`src/rtl/qenc_pkg.sv`:
```
// Shared types and constants for the quadrature pattern generator:
// FSM state encoding and the phase -> {A,B} Gray table.
package qenc_pkg;

   typedef enum logic [1:0] {
      ST_IDLE   = 2'd0,
      ST_RUN    = 2'd1,
      ST_FINISH = 2'd2
   } qenc_state_e;

   localparam logic [1:0] QENC_PHASE_TABLE [0:3] = '{2'b00, 2'b10, 2'b11, 2'b01};

   function automatic logic [1:0] qenc_phase_ab(input logic [1:0] phase);
      return QENC_PHASE_TABLE[phase];
   endfunction

endpackage

```
`src/rtl/qenc_period_timer.sv`:
```
// Loadable down-counter producing a one-cycle tick every programmed number of
// enabled clocks; the load value is retained for automatic reload.
module qenc_period_timer #(
   parameter int PERIOD_WIDTH = 16
) (
   input  logic                    clk_i,
   input  logic                    reset_n_i,
   input  logic                    load_i,
   input  logic [PERIOD_WIDTH-1:0] load_val_i,
   input  logic                    en_i,
   output logic                    tick_o
);

   localparam logic [PERIOD_WIDTH-1:0] CNT_ONE  = {{(PERIOD_WIDTH-1){1'b0}}, 1'b1};
   localparam logic [PERIOD_WIDTH-1:0] CNT_ZERO = {PERIOD_WIDTH{1'b0}};

   logic [PERIOD_WIDTH-1:0] period_r;
   logic [PERIOD_WIDTH-1:0] count_r;
   logic                    tick_s;

   assign tick_s = en_i && (count_r == CNT_ONE);
   assign tick_o = tick_s;

   // Period latch and down-counter; a tick reloads the counter for the next interval.
   always_ff @(posedge clk_i) begin
      if (!reset_n_i) begin
         period_r <= CNT_ZERO;
         count_r  <= CNT_ZERO;
      end else if (load_i) begin
         period_r <= load_val_i;
         count_r  <= load_val_i;
      end else if (tick_s) begin
         period_r <= period_r;
         count_r  <= period_r;
      end else if (en_i && (count_r != CNT_ZERO)) begin
         period_r <= period_r;
         count_r  <= count_r - CNT_ONE;
      end else begin
         period_r <= period_r;
         count_r  <= count_r;
      end
   end

endmodule

```
`src/rtl/qenc_pattern_gen.sv`:
```
// Quadrature A/B/Z pattern generator: accepts signed step commands and emits
// Gray-sequenced edges at a programmable interval with live position tracking.
module qenc_pattern_gen
   import qenc_pkg::*;
#(
   parameter int POS_WIDTH    = 32,
   parameter int PERIOD_WIDTH = 16,
   parameter int INDEX_PERIOD = 4000
) (
   input  logic                    clk_i,
   input  logic                    reset_n_i,
   input  logic                    cmd_valid_i,
   output logic                    cmd_ready_o,
   input  logic [POS_WIDTH-1:0]    cmd_steps_i,
   input  logic [PERIOD_WIDTH-1:0] period_i,
   input  logic                    index_en_i,
   input  logic                    abort_i,
   output logic                    a_o,
   output logic                    b_o,
   output logic                    z_o,
   output logic [POS_WIDTH-1:0]    pos_o,
   output logic                    busy_o,
   output logic                    done_o,
   output logic                    aborted_o
);

   localparam int IDX_W = (INDEX_PERIOD > 1) ? $clog2(INDEX_PERIOD) : 1;
   localparam logic [IDX_W-1:0]        IDX_LAST  = IDX_W'(INDEX_PERIOD - 1);
   localparam logic [IDX_W-1:0]        IDX_ZERO  = {IDX_W{1'b0}};
   localparam logic [IDX_W-1:0]        IDX_ONE   = {{(IDX_W-1){1'b0}}, 1'b1};
   localparam logic [POS_WIDTH:0]      MAG_ZERO  = {(POS_WIDTH+1){1'b0}};
   localparam logic [POS_WIDTH:0]      MAG_ONE   = {{POS_WIDTH{1'b0}}, 1'b1};
   localparam logic [POS_WIDTH-1:0]    POS_ZERO  = {POS_WIDTH{1'b0}};
   localparam logic [POS_WIDTH-1:0]    POS_ONE   = {{(POS_WIDTH-1){1'b0}}, 1'b1};
   localparam logic [PERIOD_WIDTH-1:0] PER_ZERO  = {PERIOD_WIDTH{1'b0}};
   localparam logic [PERIOD_WIDTH-1:0] PER_ONE   = {{(PERIOD_WIDTH-1){1'b0}}, 1'b1};

   qenc_state_e             state_r;
   qenc_state_e             state_nx_s;
   logic                    accept_s;
   logic                    step_s;
   logic                    abort_fin_s;
   logic                    enter_fin_s;
   logic                    tick_s;

   logic [POS_WIDTH:0]      ext_s;
   logic [POS_WIDTH:0]      mag_s;
   logic [PERIOD_WIDTH-1:0] period_eff_s;
   logic [1:0]              phase_nx_s;
   logic [POS_WIDTH-1:0]    pos_nx_s;
   logic [IDX_W-1:0]        idx_nx_s;

   logic [POS_WIDTH:0]      rem_r;
   logic                    dir_r;
   logic [1:0]              phase_r;
   logic [POS_WIDTH-1:0]    pos_r;
   logic [IDX_W-1:0]        idx_r;
   logic                    a_r;
   logic                    b_r;
   logic                    z_r;
   logic                    busy_r;
   logic                    done_r;
   logic                    aborted_r;
   logic                    ready_r;

   // One extra magnitude bit keeps the most-negative step count representable.
   assign ext_s        = {cmd_steps_i[POS_WIDTH-1], cmd_steps_i};
   assign mag_s        = cmd_steps_i[POS_WIDTH-1] ? (~ext_s + MAG_ONE) : ext_s;
   assign period_eff_s = (period_i == PER_ZERO) ? PER_ONE : period_i;

   qenc_period_timer #(
      .PERIOD_WIDTH (PERIOD_WIDTH)
   ) u_timer (
      .clk_i      (clk_i),
      .reset_n_i  (reset_n_i),
      .load_i     (accept_s),
      .load_val_i (period_eff_s),
      .en_i       (state_r == ST_RUN),
      .tick_o     (tick_s)
   );

   // FSM state register.
   always_ff @(posedge clk_i) begin
      if (!reset_n_i) begin
         state_r <= ST_IDLE;
      end else begin
         state_r <= state_nx_s;
      end
   end

   // Next-state and per-cycle strobes; abort takes priority over a same-cycle edge.
   always_comb begin
      state_nx_s  = state_r;
      accept_s    = 1'b0;
      step_s      = 1'b0;
      abort_fin_s = 1'b0;
      case (state_r)
         ST_IDLE: begin
            if (cmd_valid_i) begin
               accept_s = 1'b1;
               if (mag_s == MAG_ZERO) begin
                  state_nx_s = ST_FINISH;
               end else begin
                  state_nx_s = ST_RUN;
               end
            end else begin
               state_nx_s = ST_IDLE;
            end
         end
         ST_RUN: begin
            if (abort_i) begin
               abort_fin_s = 1'b1;
               state_nx_s  = ST_FINISH;
            end else if (tick_s) begin
               step_s = 1'b1;
               if (rem_r == MAG_ONE) begin
                  state_nx_s = ST_FINISH;
               end else begin
                  state_nx_s = ST_RUN;
               end
            end else begin
               state_nx_s = ST_RUN;
            end
         end
         ST_FINISH: state_nx_s = ST_IDLE;
         default:   state_nx_s = ST_IDLE;
      endcase
   end

   assign enter_fin_s = (state_nx_s == ST_FINISH) && (state_r != ST_FINISH);

   // Next phase, position and index value for a pending edge in the latched direction.
   always_comb begin
      phase_nx_s = phase_r;
      pos_nx_s   = pos_r;
      idx_nx_s   = idx_r;
      if (dir_r) begin
         phase_nx_s = phase_r - 2'd1;
         pos_nx_s   = pos_r - POS_ONE;
         if (idx_r == IDX_ZERO) begin
            idx_nx_s = IDX_LAST;
         end else begin
            idx_nx_s = idx_r - IDX_ONE;
         end
      end else begin
         phase_nx_s = phase_r + 2'd1;
         pos_nx_s   = pos_r + POS_ONE;
         if (idx_r == IDX_LAST) begin
            idx_nx_s = IDX_ZERO;
         end else begin
            idx_nx_s = idx_r + IDX_ONE;
         end
      end
   end

   // Command latch: remaining edge count and direction.
   always_ff @(posedge clk_i) begin
      if (!reset_n_i) begin
         rem_r <= MAG_ZERO;
         dir_r <= 1'b0;
      end else if (accept_s) begin
         rem_r <= mag_s;
         dir_r <= cmd_steps_i[POS_WIDTH-1];
      end else if (step_s) begin
         rem_r <= rem_r - MAG_ONE;
         dir_r <= dir_r;
      end else begin
         rem_r <= rem_r;
         dir_r <= dir_r;
      end
   end

   // Edge-driven phase, position, index and A/B/Z output registers.
   always_ff @(posedge clk_i) begin
      if (!reset_n_i) begin
         phase_r <= 2'd0;
         pos_r   <= POS_ZERO;
         idx_r   <= IDX_ZERO;
         a_r     <= 1'b0;
         b_r     <= 1'b0;
         z_r     <= 1'b0;
      end else if (step_s) begin
         phase_r    <= phase_nx_s;
         pos_r      <= pos_nx_s;
         idx_r      <= idx_nx_s;
         {a_r, b_r} <= qenc_phase_ab(phase_nx_s);
         z_r        <= index_en_i && (idx_nx_s == IDX_ZERO);
      end else if (state_r == ST_FINISH) begin
         z_r <= 1'b0;
      end else begin
         z_r <= z_r;
      end
   end

   // Status outputs; done/aborted pulse on the cycle FINISH is occupied.
   always_ff @(posedge clk_i) begin
      if (!reset_n_i) begin
         busy_r    <= 1'b0;
         done_r    <= 1'b0;
         aborted_r <= 1'b0;
         ready_r   <= 1'b1;
      end else begin
         busy_r    <= (state_nx_s != ST_IDLE);
         done_r    <= enter_fin_s;
         aborted_r <= abort_fin_s;
         ready_r   <= (state_nx_s == ST_IDLE);
      end
   end

   assign cmd_ready_o = ready_r;
   assign a_o         = a_r;
   assign b_o         = b_r;
   assign z_o         = z_r;
   assign pos_o       = pos_r;
   assign busy_o      = busy_r;
   assign done_o      = done_r;
   assign aborted_o   = aborted_r;

endmodule

```
`config.mk`:
```
export PLATFORM = sky130hd
export DESIGN_NAME = qenc_pattern_gen
export DESIGN_NICKNAME = d
export VERILOG_FILES = /design/src/rtl/qenc_pkg.sv /design/src/rtl/qenc_period_timer.sv /design/src/rtl/qenc_pattern_gen.sv
export SDC_FILE = /design/constraint.sdc
export NUM_CORES = 1
export LEC_CHECK = 0
export BUFFER_PORTS_ARGS = -buffer_cell sky130_fd_sc_hd__buf_2
export CORE_AREA = 2 2 117 119
export CTS_CLUSTER_DIAMETER = 30
export DETAILED_ROUTE_END_ITERATION = 12
export DIE_AREA = 0 0 119 121
export HOLD_SLACK_MARGIN = 0.12
export PLACE_DENSITY = 0.83
export SLEW_MARGIN = 15
export SYNTH_ARGS = -nofsm -noshare
export SYNTH_HDL_FRONTEND = slang
export SYNTH_SLANG_ARGS = --single-unit
```
`constraint.sdc`:
```
create_clock -name clk_i -period 11.1 [get_ports clk_i]
set_input_delay 1.665 -clock clk_i [delete_from_list [all_inputs] [get_ports clk_i]]
set_output_delay 1.665 -clock clk_i [all_outputs]
set_load 0.005 [all_outputs]
```
Word level (Yosys, flattened, before mapping)
Index checks and enable logic that the tools add are counted.
{ "classes": {"add_sub_neg": 9, "order_cmp": 1, "n_eq_ne": 7, "muxes": 29, "bitwise_logic": 2, "reduce_logical": 16} }
{ "op_table": {"columns": ["cell", "n"], "rows": [
  ["$mux W33", 3],
  ["$mux W16", 4],
  ["$mux W12", 3],
  ["$add A33 B1 Y33 const B", 1],
  ["$eq A33 B1 Y1 const B", 1],
  ["$logic_not A33 Y1", 1],
  ["$not A33 Y33", 1],
  ["$sub A33 B1 Y33 const B", 1],
  ["$add A32 B1 Y32 const B", 1],
  ["$mux W32", 1],
  ["$sub A32 B1 Y32 const B", 1],
  ["$logic_not A12 Y1", 2],
  ["$eq A16 B1 Y1 const B", 1],
  ["$logic_not A16 Y1", 1],
  ["$mux W2", 8],
  ["$reduce_bool A16 Y1", 1],
  ["$sub A16 B1 Y16 const B", 1],
  ["$add A12 B1 Y12 const B", 1],
  ["$eq A12 B12 Y1 const B", 1],
  ["$sub A12 B1 Y12 const B", 1],
  ["$mux W1", 8],
  ["$reduce_bool A2 Y1", 3],
  ["$bmux W2 S2", 1],
  ["$eq A2 B2 Y1 const B", 2],
  ["other kinds (11)", 15]
]} }
{ "totals": {"reg_bits": 121, "input_bits": 53, "out_inout_bits": 39, "wordCells": 79} }

Depth between registers and ports, before layout
Gate-level depths: netlist of the first run.
{ "logic_depth": {"ltp_word": 9, "mapped_depth": 12, "mapped_depth_nobuf": 11} }

Hierarchy
From an unflattened synthesis of the first run, not the netlist that was laid out.
{ "hier_totals": {"hier_cells": 1189, "hier_area_um2": 8887.3} }
{ "by_module_without_submodules": {"columns": ["mod", "instances", "cells_per_inst", "area_per_inst_um2", "seq_area_each_um2"], "rows": [
  ["qenc_pattern_gen", 1, 991, 7203.2, 1761.7],
  ["qenc_period_timer", 1, 198, 1684.1, 640.6]
]} }

Worst setup path before layout of the first run
OpenSTA, ideal clock, no wires.
{ "synth_path": {"path_kind": "input port to flip-flop", "from": "in cmd_steps_i[0]", "to": "reg state_r[0]", "setup_ps": 124, "arrival_time_ps": 3652, "required_time_ps": 10976, "setup_slack_ps": 7324, "stages": 12, "path_buffers": 1, "path_cell_list": "inv_1 ha_1 nor3b_1 nand3_1 clkbuf_1 o21ai_0 xor2_1 nand2_1 nor4_1 nand4_1 nor3_2 o32ai_1"} }
{ "synth_between": {"elab_chain_len": 7} }
{ "synth_rtl": {"columns": ["item", "line", "source"], "rows": [
  ["start: declaration", "qenc_pattern_gen.sv:14", "input logic [POS_WIDTH-1:0] cmd_steps_i,"],
  ["$not A33 Y33", "qenc_pattern_gen.sv:68", "assign mag_s = cmd_steps_i[POS_WIDTH-1] ? (~ext_s + MAG_ONE) : ext_s;"],
  ["$add A33 B1 Y33", "qenc_pattern_gen.sv:68", null],
  ["$mux W33 (*)", "qenc_pattern_gen.sv:68", null],
  ["$logic_not A33 Y1 (*)", "qenc_pattern_gen.sv:101", "if (mag_s == MAG_ZERO) begin"],
  ["$mux W2 (*)", "qenc_pattern_gen.sv:101", null],
  ["$mux W2 (*)", "qenc_pattern_gen.sv:99", "if (cmd_valid_i) begin"],
  ["$pmux W2 S2 (*)", "qenc_pattern_gen.sv:97", "case (state_r)"],
  ["end signal: assignment", "qenc_pattern_gen.sv:87", "state_r <= state_nx_s;"],
  ["end: declaration", "qenc_pattern_gen.sv:38", "qenc_state_e state_r;"]
]} }
Every way passes the cells marked *; elsewhere a longest branch is shown, timed or not.
A chain may end at the register's enable or synchronous reset.

Worst setup path in the final report of the first run
{ "layout_path": {"from": "in cmd_steps_i[0]", "to": "reg done_r, in the netlist done_o"} }
{ "layout_between": {"elab_chain_len": 9} }
{ "layout_rtl": {"columns": ["item", "line", "source"], "rows": [
  ["$not A33 Y33", "qenc_pattern_gen.sv:68", null],
  ["$add A33 B1 Y33", "qenc_pattern_gen.sv:68", null],
  ["$mux W33 (*)", "qenc_pattern_gen.sv:68", null],
  ["$logic_not A33 Y1 (*)", "qenc_pattern_gen.sv:101", null],
  ["$mux W2 (*)", "qenc_pattern_gen.sv:101", null],
  ["$mux W2 (*)", "qenc_pattern_gen.sv:99", null],
  ["$pmux W2 S2 (*)", "qenc_pattern_gen.sv:97", null],
  ["$eq A2 B2 Y1 (*)", "qenc_pattern_gen.sv:130", "assign enter_fin_s = (state_nx_s == ST_FINISH) && (state_r != ST_FINISH);"],
  ["$logic_and A1 B1 Y1 (*)", "qenc_pattern_gen.sv:130", null],
  ["end signal: assignment", "qenc_pattern_gen.sv:204", "done_r <= enter_fin_s;"],
  ["end: declaration", "qenc_pattern_gen.sv:62", "logic done_r;"]
]} }
Marked as above.

==> results of run 1 <==
## critical path, cell delays in order
cell and delay, ns:
buf_2 0.13, inv_1 0.07, ha_1 0.15, nor3b_1 0.41, nand3_1 0.47, o41ai_1 0.46
xor2_1 0.26, and4_1 0.21, nand4_1 0.12, nor3_2 0.24, a32o_1 0.18
## logic make-up after synthesis
logic type / Yosys count / share of synthesized area (%)
muxes: 5 / 0.6179
and+or+nand+nor: 427 / 24.97
xor gates and xnor gates: 89 / 9.388
AOI/OAI and AO/OA: 331 / 25.95
DFF: 120 / 28.93
buffers and inverters: 91 / 4.174
adders and majority gates: 39 / 5.968
## power by group through the flow
stage,registers (mW),logic [mW],clock network [mW]
finish,0.480,0.210,0.603
CTS,0.479,0.207,0.605
global placement,0.487,0.200,0
detailed placement,0.488,0.204,0
floorplan,0.483,0.152,0
global route,0.483,0.234,0.629
## sequential cells by signal (all words and copies together), names as in the netlist, 2 cells and up
| signal | cells |
|---|---|
| u_timer.count_r | 16 |
| u_timer.period_r | 16 |
| rem_r | 33 |
| idx_r | 12 |
| pos_o | 32 |
| phase_r | 2 |
| state_r | 2 |
## placed cells by master (no fill, tap or decap), types with 23 or more instances in the layout
cell | netlist | routed
nand3_1 | 27 | 27
o211ai_1 | 24 | 24
buf_2 | 4 | 91
o21ai_0 | 65 | 65
inv_1 | 26 | 25
nor2_1 | 89 | 88
dfxtp_1 | 120 | 119
a21oi_1 | 100 | 100
nand2_1 | 154 | 154
a31oi_1 | 23 | 23
ha_1 | 38 | 38
xor2_1 | 41 | 41
nor3_1 | 37 | 37
xnor2_1 | 48 | 48
## final timing paths
kind	startpoint	endpoint	slack, ns
setup / recovery	cmd_steps_i[0]	done_o$_SDFF_PN0_	7.10
hold / removal	u_timer.period_r[6]$_SDFFE_PN0P_	u_timer.period_r[6]$_SDFFE_PN0P_	0.45
hold reg to reg	u_timer.period_r[6]$_SDFFE_PN0P_	u_timer.period_r[6]$_SDFFE_PN0P_	0.45
setup reg to reg	dir_r$_SDFFE_PN0P_	pos_o[30]$_SDFFE_PN0P_	7.59
## area by class of cell
| cell class | count | area [um2] | share of cell area [%] |
|---|---|---|---|
| clock buffer | 21 | 480.5 | 5.078 |
| clock inverter | 11 | 168.9 | 1.785 |
| inverter | 26 | 97.59 | 1.031 |
| multi-input combinational | 891 | 5575 | 58.93 |
| sequential | 120 | 2404 | 25.40 |
| tap | 176 | 220.2 | 2.327 |
| timing repair buffer | 99 | 515.5 | 5.448 |
## per-layer routing
metal  GRT usage, %  vias up  routed length [um]
met4          12.80        0                 531
met5              0        -                   0
li1               -     4120                   -
met1          38.82     3857                9606
met3          5.028       53                1239
met2          49.14      309                9979
==> reports/summary.txt, run 1 <==
Area of the core = 13,090 um2
R2R cell count = 11
Vias post-DR = 8,339
Clk pwr share = 46.6%
Slew margin rel. = 46.68%
EDFF count, synth = 0
Clock Pin Slew Worst Setup and Hold Paths = 0.06 ns
Cell area after layout = 9462 um2
Static Leak = 3.932 nW
VDD IR-drop max = 0.1282 mV
Worst Setup Start Kind = input pin
Hold/Removal Path Class = register to register
CTS tree = done
DRT iter0 DRCs = 764
RSZ-0062 raised after global routing = false
Die footprint = 14,400 um2
Final min period = 4.002 ns
Post-Syn Nets = 1,194
First-pass GRT wire length = 35.67 mm
Post-synthesis cell type count = 79
Hold Slack = 0.4529 ns
Max-Cap Viols = 0
Rows = 42
Hold path depth = 2
Fin cells = 1,344
Fin. Hold Viols = 0
Initial Util = 63.45%
Bufs on Longest Clock Path = 2
Clk sinks = 120
# Post-CTS Setup Buffers = 0
Clk root buf = clkbuf_16
Worst Tran Pin Value = 0.7986 ns
Max Fclk = 249.9 MHz
Pre-CTS setup slack = 6.687 ns
Design Power = 1.294 mW
Wirelength per Cell = 15.89 um
Setup CP Type = input pin to register
Worst endpoint data arrival time = 4.37 ns
Final Wtd Congestion = 0.9090
Top-count cell post-synth = nand2_1
H-tree depth = 4
Hpwl dp = 14.44 mm
Worst-Skew Late Latency = 0.43 ns
Ranking of synthesized cells by area = dfxtp_1, nand2_1, a21oi_1, ha_1, xnor2_1
Mapped Cells = 1,102
Syn. warnings = 0
Worst setup margin = 7.098 ns
Initial antenna violation count = 0
Share of the synthesized area in the top cell type = 28.93%
Seq/Total Area, Yosys = 28.93%
Status = finished clean
Slew Viols, Final = 0
GRT Overall Usage = 29.89%
Largest net degree at the start of global routing = 63
IO buf count = 91
Grt total ovfl = 0
Placed Cells = 1,312
Top FF cell, synth = dfxtp_1
Data required, critical path = 11.47 ns
TritonRoute pass-1 iters = 5
Setup-failing EPs final = 0
Sum Neg Setup Slack = 0 ns
Post-Syn Area per Cell = 7.534 um2
CTS Buf Count = 17
P&R area growth vs syn = 13.95%
Fill cells = 1,056
Post-synth top area cell = dfxtp_1
Vias in the first global route = 7,577
Die height = 121 um
Drt drc = 0
Post-layout nets = 1,247
Comb power frac = 16.2%
Synthesized flop and latch total = 120
Asr flop ratio synth = 0%
Clock Skew = 0.007952 ns
Hold-fix buffers, CTS = 0
CP max FO = 12
Post-DP Area = 8812 um2
Diode count = 0
Most frequent cells after synthesis = nand2_1, dfxtp_1, a21oi_1
Flop pwr share = 37.1%
Psw = 0.3582 mW
Switching fraction of total power = 27.69%
Pwr per Cell Area = 136.7 nW/um2
Die X = 119 um
Layout cells sized above 1 = 13.78%
Post-route ant nets = 0
Vias/cell = 6.205
Post-Route WL = 21.36 mm
Post-CTS Resized = 0
Post-Syn Area = 8303 um2
Fin crit share = 36.05%
Internal Power = 0.9356 mW
Ports = 92
Final design utilization = 72.31%
Crit. End Element = register
Power figures use the tool's default switching activity.
==> run 2: changes to the inputs <==
Settings changed: CORE_AREA 2 2 117 119 to 2 2 121 123, DIE_AREA 0 0 119 121 to 0 0 123 125, PLACE_DENSITY 0.83 to 0.78.
Clock period 11.1 ns to 3.95 ns, I/O delays scaled along.
==> run 2 against run 1 <==
Net effect:
- first-iteration DRC count shrank 26%
- global-route usage down 2.4 points
- sequential power increased to 2.8 times the previous value
- register-to-register slack got worse by 7.0 ns
- core utilization decreased by 5.8 points
- highest routed layer unchanged
==> reports/summary.txt, run 2 (same netlist as run 1, synthesis figures left out) <==
Status = finished clean
Worst endpoint data arrival time = 3.64 ns (-0.73 ns)
CTS tree = done
Reg2Reg Setup Slack = 0.62 ns (-6.97 ns)
Area of the core = 14,200 um2 (+8.5%)
Slew margin rel. = 32.88% (-14 points)
CP max FO = 5 (-7)
Final Wtd Congestion = 0.8935 (-1.7%)
GRT Overall Usage = 27.45% (-2.4 points)
DRT iter0 DRCs = 569 (-26%)
Max Fclk = 300.3 MHz
R2R cell count = 11 (unchanged)
Hold-fix buffers, CTS = 0 (unchanged)
Switching fraction of total power = 29.90% (+2.2 points)
Worst setup startpoint = pos_o[0]$_SDFFE_PN0P_
Die X = 123 um (+3.4%)
Max-Cap Viols = 0 (unchanged)
Worst Tran Pin Value = 1.005 ns (+0.2067 ns)
Crit. End Element = register
Multi-input logic area = 5575 um2 (unchanged)
Layout cells sized above 1 = 14.08% (+0.29 points)
Clock Skew = 0.007338 ns (-0.0006137 ns)
Wirelength per Cell = 15.32 um (-3.6%)
Pwr per Cell Area = 370.2 nW/um2 (+170%)
Clk root buf = clkbuf_16
Hold/Removal Path Class = input pin to register
Final min period = 3.330 ns
Hpwl dp = 14.46 mm (+0.16%)
Commonest cells after routing, fill and taps aside = nand2_1, dfxtp_1, a21oi_1, buf_2, nor2_1
Fill cells = 1,240 (+17%)
IO buf count = 91 (unchanged)
Hold path depth = 3 (+1)
TritonRoute pass-1 iters = 5 (unchanged)
Setup-failing EPs final = 0 (unchanged)
H-tree depth = 4 (unchanged)
Die footprint = 15,380 um2 (+6.8%)
Vias in the first global route = 7,390 (-2.5%)
Post-route ant nets = 0 (unchanged)
Data required, critical path = 4.26 ns (-7.21 ns)
Diode count = 0 (unchanged)
Worst hold endpoint = u_timer.period_r[10]$_SDFFE_PN0P_
Worst-Skew Late Latency = 0.43 ns (about the same)
Vias/cell = 6.033 (-2.8%)
Clk pwr share = 44.7% (-1.9 points)
First-pass GRT wire length = 34.97 mm (-2.0%)
Post-layout nets = 1,251 (+0.32%)
CTS Buf Count = 17 (unchanged)
Worst reg2reg endpoint = pos_o[30]$_SDFFE_PN0P_
Setup CP Type = register to register
Psw = 1.046 mW (+190%)
Comb power frac = 16.8% (+0.6 points)
Die height = 125 um (+3.3%)
Post-CTS Resized = 0 (unchanged)
Initial Util = 58.46% (-5.0 points)
Fin. Hold Viols = 0 (unchanged)
Max stage delay on crit path = 0.43 ns (-0.04 ns)
Critical R2R Launch = pos_o[0]$_SDFFE_PN0P_
RSZ-0062 raised after global routing = false
Commonest non-fill, non-tap cell in the layout = nand2_1
Vias post-DR = 8,181 (-1.9%)
Reg with most FFs = rem_r
Drt drc = 0 (unchanged)
Static Leak = 3.922 nW (-0.25%)
P&R area growth vs syn = 13.77%
Min-delay src = period_i[10]
Sum Neg Setup Slack = 0 ns (unchanged)
VDD IR-drop max = 0.3162 mV (+150%)
Final design utilization = 66.51% (-5.8 points)
Bufs on Longest Clock Path = 2 (unchanged)
CP max-delay cell = fa_1
Internal Power = 2.452 mW (+160%)
Clk sinks = 120 (unchanged)
Ports = 92 (unchanged)
Worst Setup Start Kind = register
Rows = 44 (+4.8%)
Post-Route WL = 20.78 mm (-2.7%)
Grt total ovfl = 0 (unchanged)
Design Power = 3.497 mW (+170%)
Sequential Area = 2404 um2 (unchanged)
Max reg flops = 33 (unchanged)
Slew Viols, Final = 0 (unchanged)
Flop pwr share = 38.6% (+1.5 points)
Largest net degree at the start of global routing = 55 (-13%)
Fin crit share = 84.31%
Initial antenna violation count = 0 (unchanged)
# Post-CTS Setup Buffers = 0 (unchanged)
Clock Pin Slew Worst Setup and Hold Paths = 0.06 ns (about the same)
Crit path cell chain = inv_1 > fa_1 > and2b_1 > o211ai_1 > a31o_2 > o221ai_1 > a41oi_2 > a21oi_1 > a41oi_1 > mux2i_1 > a311o_1
==> run 2: changes by cell type in the layout (fill, tap and decap cells not counted), sizes merged <==
cell    before  now
clkbuf      21   17
buf         99  103
bufinv       4    2
inv         26   32
==> run 2: area by class of cell <==
type | count | share of cell area [%]
well taps | 184 | 2.437
repair buffers | 103 | 5.775
clock buffers | 17 | 4.503
flip-flops and latches | 120 | 25.44
clock inverters | 15 | 1.788
inverters | 26 | 1.033
multi-input cells | 891 | 59.02
==> run 2: worst max-delay path by stage <==
stage                                   to  slack, ns  depth (start not counted)
floorplan           pos_o[30]$_SDFFE_PN0P_       0.20                         11
global placement     state_r[0]$_SDFF_PN0_       0.67                         12
detailed placement   state_r[0]$_SDFF_PN0_       0.57                         12
CTS                 pos_o[30]$_SDFFE_PN0P_       0.65                         11
global route        pos_o[30]$_SDFFE_PN0P_       0.42                         11
finish              pos_o[30]$_SDFFE_PN0P_       0.62                         11
==> run 2: power groups by stage <==
| stage | clock network (mW) | registers (mW) | logic [mW] |
|---|---|---|---|
| after global placement | 0 | 1.37 | 0.566 |
| final | 1.56 | 1.35 | 0.586 |
| after detailed placement | 0 | 1.37 | 0.575 |
| after floorplan | 0 | 1.36 | 0.428 |
| after CTS | 1.58 | 1.35 | 0.580 |
| after global routing | 1.63 | 1.36 | 0.657 |
==> run 2: per-stage QoR <==
step           std cells  cell area, um2  setup WS [ns]  hold slack (ns)
2_1_floorplan       1102            8303         0.2027           0.4364
4_1_cts             1356            9447         0.6529           0.4296
6_report            1356            9447         0.6198           0.4384
5_1_grt             1356            9447         0.4234           0.4521
3_3_place_gp        1324            8852         0.6744           0.4420
3_5_place_dp        1324            8852         0.5652           0.4468
==> run 2: critical path: cells and delay by family, from the launching register on <==
family / cells / cell delay [ns]
fa+ha+maj: 1 / 0.43
buf+inv: 1 / 0.10
mux: 1 / 0.14
flops: 1 / 0.37
simple gates: 1 / 0.25
compound gates: 7 / 1.92
==> run 2: layer usage <==
metal  global-route usage [%]  wire (um)  share of wire [%]  vias up
li1                         -          -                  -     4130
met1                    37.25       9792                 47     3790
met2                    44.33       9674                 47      235
met3                    4.745       1024                4.9       26
met4                    8.556        289                1.4        0
met5                        0          0                  0        -
==> run 3: changes to the inputs <==
Settings changed: ABC_AREA from default to 1, CORE_AREA 2 2 121 123 to 2 2 128 130, DIE_AREA 0 0 123 125 to 0 0 130 132, PLACE_DENSITY 0.78 to 0.79.
Clock period 3.95 ns to 3.1 ns, I/O delays scaled along.
==> run 3 against run 2 <==
Net effect:
- combinational power is 74% higher
- synthesized cell count is 38% higher
- global-route usage is 3.9 points higher
- count of clock-buffer cells in the layout is 2 higher
- area after synthesis is 14% higher
- total power is 36% higher
- routed wire length is 29% higher
- design area is 13% higher
- largest cell class unchanged
==> reports/summary.txt, run 3 <==
Top-count cell post-synth = nand2_1
Ports = 92 (unchanged)
Grt total ovfl = 0 (unchanged)
Worst-Skew Late Latency = 0.43 ns (about the same)
Max Fclk = 391.4 MHz (+30%)
Die height = 132 um (+5.6%)
R2R cell count = 14 (+3)
Multi-input logic area = 6101 um2 (+9.4%)
# Post-CTS Setup Buffers = 0 (unchanged)
Cell area after layout = 10,690 um2 (+13%)
Synthesized flop and latch total = 120 (unchanged)
Clk sinks = 120 (unchanged)
Post-synth top area cell = dfxtp_1
Hold-fix buffers, CTS = 0 (unchanged)
Crit. End Element = register
First-pass GRT wire length = 44.19 mm (+26%)
Post-CTS Resized = 0 (unchanged)
Asr flop ratio synth = 0% (unchanged)
H-tree depth = 4 (unchanged)
Commonest non-fill, non-tap cell in the layout = nand2_1
Top FF cell, synth = dfxtp_1
Vias in the first global route = 9,355 (+27%)
Most frequent cells after synthesis = nand2_1, inv_1, nor2_1
Static Leak = 5.128 nW (+31%)
Fin crit share = 82.42% (-1.9 points)
Fin. Hold Viols = 0 (unchanged)
Slew Viols, Final = 0 (unchanged)
Diode count = 0 (unchanged)
CTS Buf Count = 17 (unchanged)
Reg2Reg Setup Slack = 0.54 ns (-0.07 ns)
Final min period = 2.555 ns (-0.7751 ns)
Clock Skew = 0.006078 ns (-0.001260 ns)
Initial antenna violation count = 0 (unchanged)
EDFF count, synth = 0 (unchanged)
Fin cells = 1,826 (+35%)
Vias post-DR = 10,370 (+27%)
Hold path depth = 3 (unchanged)
IO buf count = 91 (unchanged)
Post-route ant nets = 0 (unchanged)
Vias/cell = 5.679 (-5.9%)
Design Power = 4.741 mW (+36%)
Worst setup margin = 0.5449 ns (-0.07488 ns)
Area of the core = 15,710 um2 (+11%)
Worst endpoint data arrival time = 2.87 ns (-0.77 ns)
Final design utilization = 68.06% (+1.6 points)
CTS tree = done
Worst reg2reg endpoint = pos_o[28]$_SDFFE_PN0P_
VDD IR-drop max = 0.4546 mV (+44%)
Post-Route WL = 26.76 mm (+29%)
Drt drc = 0 (unchanged)
Hpwl dp = 19.87 mm (+37%)
Layout cells sized above 1 = 11.55% (-2.5 points)
Syn. warnings = 0 (unchanged)
RSZ-0062 raised after global routing = false
Critical R2R Launch = pos_o[0]$_SDFFE_PN0P_
Max-Cap Viols = 0 (unchanged)
Worst hold endpoint = u_timer.period_r[9]$_SDFFE_PN0P_
Slew margin rel. = 47.27% (+14 points)
Pwr per Cell Area = 443.3 nW/um2 (+20%)
Clk root buf = clkbuf_16
Worst Tran Pin Value = 0.7838 ns (-0.2216 ns)
Largest net degree at the start of global routing = 49 (-11%)
P&R area growth vs syn = 12.89%
Seq/Total Area, Yosys = 25.36% (-3.6 points)
GRT Overall Usage = 31.30% (+3.9 points)
Fill cells = 1,490 (+20%)
Post-layout nets = 1,689 (+35%)
Hold Slack = 0.3279 ns (-0.1105 ns)
Final Wtd Congestion = 0.9077 (+1.6%)
Clock Pin Slew Worst Setup and Hold Paths = 0.06 ns (about the same)
Worst setup startpoint = pos_o[0]$_SDFFE_PN0P_
DRT iter0 DRCs = 855 (+50%)
Post-Syn Nets = 1,614 (+35%)
Setup-failing EPs final = 0 (unchanged)
Reg with most FFs = rem_r
Wirelength per Cell = 14.65 um (-4.4%)
Sequential Area = 2404 um2 (unchanged)
Die footprint = 17,160 um2 (+12%)
Rows = 46 (+4.5%)
Min-delay src = period_i[9]
Initial Util = 60.29% (+1.8 points)
Worst Setup Start Kind = register
Data required, critical path = 3.42 ns (-0.84 ns)
Sum Neg Setup Slack = 0 ns (unchanged)
Status = finished clean
Mapped Cells = 1,522 (+38%)
Commonest cells after routing, fill and taps aside = nand2_1, inv_1, nor2_1, dfxtp_1
Hold/Removal Path Class = input pin to register
Post-synthesis cell type count = 57 (-28%)
Die X = 130 um (+5.7%)
TritonRoute pass-1 iters = 5 (unchanged)
Pre-CTS setup slack = 0.6456 ns (+0.08035 ns)
Placed Cells = 1,794 (+35%)
Post-Syn Area per Cell = 6.224 um2 (-17%)
Share of the synthesized area in the top cell type = 25.36% (-3.6 points)
Max reg flops = 33 (unchanged)
Setup CP Type = register to register
CP max FO = 5 (unchanged)
Bufs on Longest Clock Path = 2 (unchanged)
Ranking of synthesized cells by area = dfxtp_1, nand2_1, inv_1, nor2_1, nand3_1
Post-Syn Area = 9473 um2 (+14%)
Post-DP Area = 10,090 um2 (+14%)
-- run 3: changes by cell type after synthesis, moves of 11 or more --
| cell | before | now |
|---|---|---|
| buf_2 | 4 | 20 |
| o21ai_0 | 65 | 114 |
| nor3_1 | 37 | 24 |
| nand3_1 | 27 | 114 |
| nand2_1 | 154 | 334 |
| a31oi_1 | 23 | 12 |
| nor2_1 | 89 | 182 |
| a21o_1 | 19 | 6 |
| or3_1 | 15 | 0 |
| clkbuf_1 | 52 | 22 |
| inv_1 | 26 | 190 |
| xnor2_1 | 48 | 10 |
| nand2b_1 | 14 | 0 |
-- run 3: how the worst max path moves through the flow --
| stage | to | slack (ns) | cells after the start |
|---|---|---|---|
| finish | pos_o[28]$_SDFFE_PN0P_ | 0.54 | 14 |
| global placement | pos_o[17]$_SDFFE_PN0P_ | 0.63 | 12 |
| detailed placement | state_r[0]$_SDFF_PN0_ | 0.65 | 12 |
| global route | pos_o[28]$_SDFFE_PN0P_ | 0.31 | 14 |
| CTS | pos_o[28]$_SDFFE_PN0P_ | 0.62 | 14 |
| floorplan | pos_o[28]$_SDFFE_PN0P_ | 0.24 | 15 |
-- run 3: power by group --
| part | total, mW | internal (mW) | switching [mW] |
|---|---|---|---|
| clock network | 2.01 | 1.23 | 0.780 |
| registers | 1.71 | 1.63 | 0.0786 |
| logic | 1.02 | 0.351 | 0.670 |
-- run 3: area by class of cell --
cell class | instances | area share [%]
clock buffers | 19 | 4.235
clock inverters | 13 | 1.369
inverters | 197 | 6.915
multi-input cells | 1155 | 57.05
flip-flops and latches | 120 | 22.48
well taps | 216 | 2.527
repair buffers | 106 | 5.429
-- run 3: logic make-up after synthesis --
group,share of synthesized area [%]
buf+inv,10.30
xor+xnor,4.530
compound gates,20.91
simple gates,33.67
fa+ha+maj,5.231
flops,25.36
-- run 3: metal layers --
| metal | vias to the layer above | GRT usage [%] | routed length, um |
|---|---|---|---|
| met3 | 59 | 4.911 | 1626 |
| met4 | 0 | 10.75 | 684 |
| met2 | 368 | 47.85 | 11730 |
| li1 | 5212 | - | - |
| met1 | 4730 | 44.70 | 12720 |
| met5 | - | 0 | 0 |
-- run 3: critical path, stage by stage, from the launching register on --
cell and delay, ns:
dfxtp_1 0.39, inv_1 0.08, fa_1 0.46, inv_1 0.07, nand3_1 0.06, nand2_1 0.11
a21boi_1 0.13, o21ai_0 0.39, inv_1 0.15, o21bai_2 0.21, nand3b_1 0.13, nand3_1 0.09
nand2_1 0.05, nor2_1 0.09, nor2_1 0.04
